$ cat src/rtl/pam4_sched_pkg.sv
// Shared types and helpers for the PAM-4 lane scheduler.
// The Gray-map helper is only referenced when PAM4_GRAY_MAP_EN is defined.
package pam4_sched_pkg;

  typedef enum logic [1:0] {
    StIdle,
    StStream,
    StGap
  } sched_state_e;

  function automatic int unsigned calc_syms_per_frame(input int unsigned n,
                                                      input int unsigned sym_w);
    return (n * sym_w) / 2;
  endfunction

  // Gray code to PAM-4 level: 00->0, 01->1, 11->2, 10->3.
  function automatic logic [1:0] gray_to_level(input logic [1:0] g);
    return {g[1], g[1] ^ g[0]};
  endfunction

endpackage

$ cat src/rtl/rr_arbiter.sv
// Combinational rotating-priority search starting one past the last grant.
module rr_arbiter #(
  parameter int unsigned NUM_LANES = 4,
  localparam int unsigned LANE_W = $clog2(NUM_LANES)
) (
  input  logic [NUM_LANES-1:0] req_i,
  input  logic [LANE_W-1:0]    last_grant_i,
  output logic [LANE_W-1:0]    grant_idx_o,
  output logic                 grant_hit_o
);

  int unsigned idx;

  always_comb begin
    grant_idx_o = '0;
    grant_hit_o = 1'b0;
    idx         = 0;
    for (int unsigned i = 1; i <= NUM_LANES; i++) begin
      idx = 32'(last_grant_i) + i;
      if (idx >= NUM_LANES) begin
        idx = idx - NUM_LANES;
      end
      if (!grant_hit_o && req_i[idx[LANE_W-1:0]]) begin
        grant_hit_o = 1'b1;
        grant_idx_o = idx[LANE_W-1:0];
      end
    end
  end

endmodule

$ cat src/rtl/pam4_lane_scheduler.sv
// Round-robin PAM-4 channel scheduler granting one whole RS codeword per lane.
// Optional PAM4_GRAY_MAP_EN remaps Gray-coded lane symbols to levels before registering.
module pam4_lane_scheduler
  import pam4_sched_pkg::*;
#(
  parameter int unsigned NUM_LANES    = 4,
  parameter int unsigned N            = 68,
  parameter int unsigned SYMBOL_WIDTH = 8,
  parameter int unsigned GAP_CYCLES   = 2,
  localparam int unsigned SYMS_PER_FRAME = calc_syms_per_frame(N, SYMBOL_WIDTH),
  localparam int unsigned CNT_W          = $clog2(SYMS_PER_FRAME),
  localparam int unsigned LANE_W         = $clog2(NUM_LANES)
) (
  input  logic                   clk,
  input  logic                   rstn,
  input  logic [NUM_LANES-1:0]   lane_valid_i,
  input  logic [2*NUM_LANES-1:0] lane_sym_i,
  output logic [NUM_LANES-1:0]   lane_ready_o,
  input  logic                   sink_ready_i,
  output logic [1:0]             symbol_out_o,
  output logic                   symbol_out_valid_o,
  output logic                   frame_start_o,
  output logic                   frame_end_o,
  output logic [LANE_W-1:0]      frame_lane_o,
  output logic                   busy_o,
  output logic [15:0]            frame_count_o
);

  localparam int unsigned GAP_W = (GAP_CYCLES > 1) ? $clog2(GAP_CYCLES) : 1;

  sched_state_e      state_q, state_d;
  logic [LANE_W-1:0] grant_q, last_grant_q;
  logic [CNT_W-1:0]  sym_cnt_q;
  logic [GAP_W-1:0]  gap_cnt_q;
  logic [1:0]        sym_q;
  logic              valid_q, start_q, end_q;
  logic [15:0]       frame_count_q;

  logic [LANE_W-1:0] arb_idx;
  logic              arb_hit;
  logic              xfer, frame_last, gap_last;
  logic [1:0]        sym_sel, sym_mapped;

  rr_arbiter #(
    .NUM_LANES(NUM_LANES)
  ) u_arb (
    .req_i       (lane_valid_i),
    .last_grant_i(last_grant_q),
    .grant_idx_o (arb_idx),
    .grant_hit_o (arb_hit)
  );

  assign xfer       = (state_q == StStream) && lane_valid_i[grant_q] && sink_ready_i;
  assign frame_last = (sym_cnt_q == CNT_W'(SYMS_PER_FRAME - 1));
  assign gap_last   = (gap_cnt_q == GAP_W'(GAP_CYCLES - 1));
  assign sym_sel    = lane_sym_i[{grant_q, 1'b0} +: 2];

`ifdef PAM4_GRAY_MAP_EN
  assign sym_mapped = gray_to_level(sym_sel);
`else
  assign sym_mapped = sym_sel;
`endif

  always_ff @(posedge clk or negedge rstn) begin
    if (!rstn) begin
      state_q <= StIdle;
    end else begin
      state_q <= state_d;
    end
  end

  always_comb begin
    state_d = state_q;
    unique case (state_q)
      StIdle:   if (arb_hit) state_d = StStream;
      StStream: if (xfer && frame_last) state_d = (GAP_CYCLES > 0) ? StGap : StIdle;
      StGap:    if (gap_last) state_d = StIdle;
      default:  state_d = StIdle;
    endcase
  end

  // Only the granted lane may be popped; the grant holds until the frame completes.
  always_comb begin
    lane_ready_o = '0;
    if (state_q == StStream) begin
      lane_ready_o[grant_q] = sink_ready_i & lane_valid_i[grant_q];
    end
  end

  assign busy_o = (state_q == StStream) || (state_q == StGap);

  always_ff @(posedge clk or negedge rstn) begin
    if (!rstn) begin
      grant_q      <= '0;
      last_grant_q <= LANE_W'(NUM_LANES - 1);
    end else if ((state_q == StIdle) && arb_hit) begin
      grant_q      <= arb_idx;
      last_grant_q <= arb_idx;
    end
  end

  always_ff @(posedge clk or negedge rstn) begin
    if (!rstn) begin
      sym_q         <= '0;
      valid_q       <= 1'b0;
      start_q       <= 1'b0;
      end_q         <= 1'b0;
      sym_cnt_q     <= '0;
      frame_count_q <= '0;
    end else begin
      valid_q <= xfer;
      start_q <= xfer && (sym_cnt_q == '0);
      end_q   <= xfer && frame_last;
      if (xfer) begin
        sym_q     <= sym_mapped;
        sym_cnt_q <= frame_last ? '0 : sym_cnt_q + 1'b1;
      end
      if (xfer && frame_last) begin
        frame_count_q <= frame_count_q + 16'd1;
      end
    end
  end

  always_ff @(posedge clk or negedge rstn) begin
    if (!rstn) begin
      gap_cnt_q <= '0;
    end else if (state_q == StGap) begin
      gap_cnt_q <= gap_last ? '0 : gap_cnt_q + 1'b1;
    end
  end

  assign symbol_out_o       = sym_q;
  assign symbol_out_valid_o = valid_q;
  assign frame_start_o      = start_q;
  assign frame_end_o        = end_q;
  assign frame_lane_o       = grant_q;
  assign frame_count_o      = frame_count_q;

endmodule

$ cat config.mk
export PLATFORM = sky130hd
export DESIGN_NAME = pam4_lane_scheduler
export DESIGN_NICKNAME = d
export VERILOG_FILES = /design/src/rtl/pam4_sched_pkg.sv /design/src/rtl/rr_arbiter.sv /design/src/rtl/pam4_lane_scheduler.sv
export SDC_FILE = /design/constraint.sdc
export NUM_CORES = 1
export LEC_CHECK = 0
export ABC_CLOCK_PERIOD_IN_PS = 1700
export BUFFER_PORTS_ARGS = -buffer_cell sky130_fd_sc_hd__buf_2
export CORE_ASPECT_RATIO = 1.5
export CORE_MARGIN = 1
export CORE_UTILIZATION = 48
export DETAILED_ROUTE_END_ITERATION = 10
export GPL_TIMING_DRIVEN = 1
export PLACE_DENSITY = 0.76
export RECOVER_POWER = 100
export SYNTH_ARGS = -nofsm -noshare
export SYNTH_HDL_FRONTEND = slang
export SYNTH_SLANG_ARGS = --single-unit
$ cat constraint.sdc
create_clock -name clk -period 1.7 [get_ports clk]
set_input_delay 0.255 -clock clk [delete_from_list [all_inputs] [get_ports clk]]
set_output_delay 0.255 -clock clk [all_outputs]
set_load 0.01 [all_outputs]
==> results.tsv <==
metric	value	unit
status	finished, violations left	
violations	setup timing	
ys_top_cells_by_count	dfrtp_1 (35), nand2_1 (21), xnor2_1 (12)	
power_density	1141	nW/um2
cts_buffers	5	
report.final.slew_viol_count	0	
cts_tree	yes	
yosysTopAreaCellShare	44.53	%
antenna_cells	0	
antenna_found_initial	0	
cp.required	1910	ps
drt_first_pass_iters	4	
cts.sinks	37	
vdd_drop_max	1017	uV
finalHoldViolCount	0	
p_total	3.141	mW
portBuffers	42	
drt_iter0_markers	45	
grt_pass1_vias	1679	
rsz0062_at_grt	yes	
vias	1734	
gr-total-overflow	0	
met3_usage	3.598	%
cts_buffer_depth	2	
start_util	50.13	%
async_flop_share	100.0	%
wl_per_cell	14.83	um
cp-startpoint	state_q[1]	
finalCritPeriodShare	103.5	%
design.die.area	4363	um2
grt_max_degree	22	
p_leak	1.370	nW
holdCritStartpoint	lane_valid_i[2]	
grt_util_all_layers	23.37	%
syn_inst	186	
cts_root_buffer	clkbuf_8	
start_kind	register	
nets	295	
met2_usage	43.54	%
yosysSeqAreaShare	47.20	%
hp-class	input port to register	
rows	28	
core	3924	um2
use_met1	24.18	%
synth_seq_cells	37	
synthFlopType	dfrtp_1	
setup_viol	8	
yosys.area.top_type	dfrtp_1	
syn-cell-area	1967	um2
dpl.hpwl	3391	um
drive_gt1_share	41.45	%
synthTopCellsByArea	dfrtp_1 (45%), xnor2_1 (5.3%), nand2_1 (4.0%)	
fmax	568.2	MHz
synth_edf_count	0	
detail-route-antenna-nets	0	
insertion_delay	290	ps
worstPathMaxFanout	7	
synth_fp_nets	207	
final_core_util	70.18	%
skew	4.397	ps
cp.arrival	1970	ps
rr_startpoint	state_q[1]	
synthToLayoutAreaGrowth	40.01	%
wl	4746	um
period_needed	1760	ps
fin_ws	-59.87	ps
worst_pin_slew	871.7	ps
drcViolationCount	0	
yosysMostFrequentCell	dfrtp_1	
via_per_inst	5.419	
slew_headroom	41.89	%
path_class	register to register	
maxCapViolCount	0	
yosysWarnings	0	
synth.distinct_cells	41	
die_h	80.40	um
clkTransAtPathRegs	70	ps
worstSetupEndpointType	register	
ioPinCount	43	
h-tree-depth	2	
busiest_layer	met2	
fp.dieW	54.27	um
syn_avg_cell_area	10.57	um2
gp_congestion	0.8190	
grt_pass1_wl	7224	um
what timing repair did:
action                                  in CTS  in global routing
endpoints found under the hold margin       16                  0
endpoints found under the setup margin      20                 25
pin swaps                                    1                 12
resized for setup                           13                 21
gates cloned                                 0                  0
hold buffers                                 1                  0
setup buffers                                3                  7
sequential cells by signal (all words and copies together) (netlist names):
signal / flops
frame_count_o: 16
sym_cnt_q: 9
frame_lane_o: 2
last_grant_q: 2
state_q: 2
symbol_out_o: 2
frame_end_o: 1
frame_start_o: 1
gap_cnt_q: 1
symbol_out_valid_o: 1
cells in the final DEF (no fill, tap or decap), types with 4 or more instances in the layout:
master    synthesis  routed
a21oi_1           7       7
buf_2             0      26
buf_4             1      37
clkbuf_1          1      17
clkbuf_8          0       5
dfrtp_1          35      34
ha_1              6       5
inv_1            11      10
nand2_1          21      18
nand3_1          11       7
nand3_2           1       5
nand4_1           7       7
nor2_1            6       4
o21ai_0           7       6
xnor2_1          12      11
xor2_1            7       7
cells by family (layout without fill, tap and decap cells):
kind of cell | Yosys count | count (layout) | share of synthesized area (%)
adders and majority gates | 6 | 6 | 3.817
AOI/OAI and AO/OA | 26 | 26 | 8.333
and+or+nand+nor | 73 | 73 | 21.25
buffers and inverters | 15 | 104 | 3.690
xor gates and xnor gates | 19 | 19 | 8.461
muxes | 10 | 10 | 7.252
DFF | 37 | 37 | 47.20
metal layers:
metal | wire, um | up-vias
li1 | - | 835
met1 | 1757 | 856
met2 | 2748 | 33
met3 | 130 | 10
met4 | 109 | 0
met5 | 0 | -
report_power, final:
part | internal (mW) | switching [mW]
clock network | 0.284 | 0.299
logic | 0.681 | 0.652
registers | 1.06 | 0.165
stage by stage:
stage	cell area [um2]	setup slack (ps)	hold slack, ps	setup TNS [ps]	std cells
6_report	2754	-59.87	415.5	-326.3	320
5_1_grt	2754	-157.5	433.2	-3210	320
4_1_cts	2634	-15.62	404.3	-36.08	313
3_5_place_dp	2459	-135.7	206.9	-821.5	301
3_3_place_gp	2459	-35.08	201.5	-73.47	301
2_1_floorplan	1973	-28.67	-40.59	-28.67	186
area by class of cell:
class                      instances  area, um2
timing repair buffer              84      519.2
tap                               45      56.30
multi-input combinational        134       1116
sequential                        37      929.6
inverter                          12      50.05
clock inverter                     2      10.01
fill                             295       1170
clock buffer                       6      72.57
worst max-delay path: stages, from the launching register on:
cell      delay [ps]
dfrtp_1          390
inv_2             90
ha_4             150
nand3b_1         120
o22a_4           300
clkinv_4          80
nand2_8           90
nor4_4           300
xor2_1           170
path summary, 6_finish.rpt:
kind / slack [ps] / cells past startpoint / endpoint
min in group asynchronous: 590 / 2 / frame_count_o[15]
hold reg to reg: 450 / 1 / gap_cnt_q
setup / recovery: -60 / 8 / frame_count_o[11]
setup reg to reg: -60 / 8 / frame_count_o[11]
hold / removal: 420 / 4 / frame_lane_o[1]
max in group asynchronous: 160 / 3 / last_grant_q[0]
No activity file was read; power rests on OpenSTA's default activity.
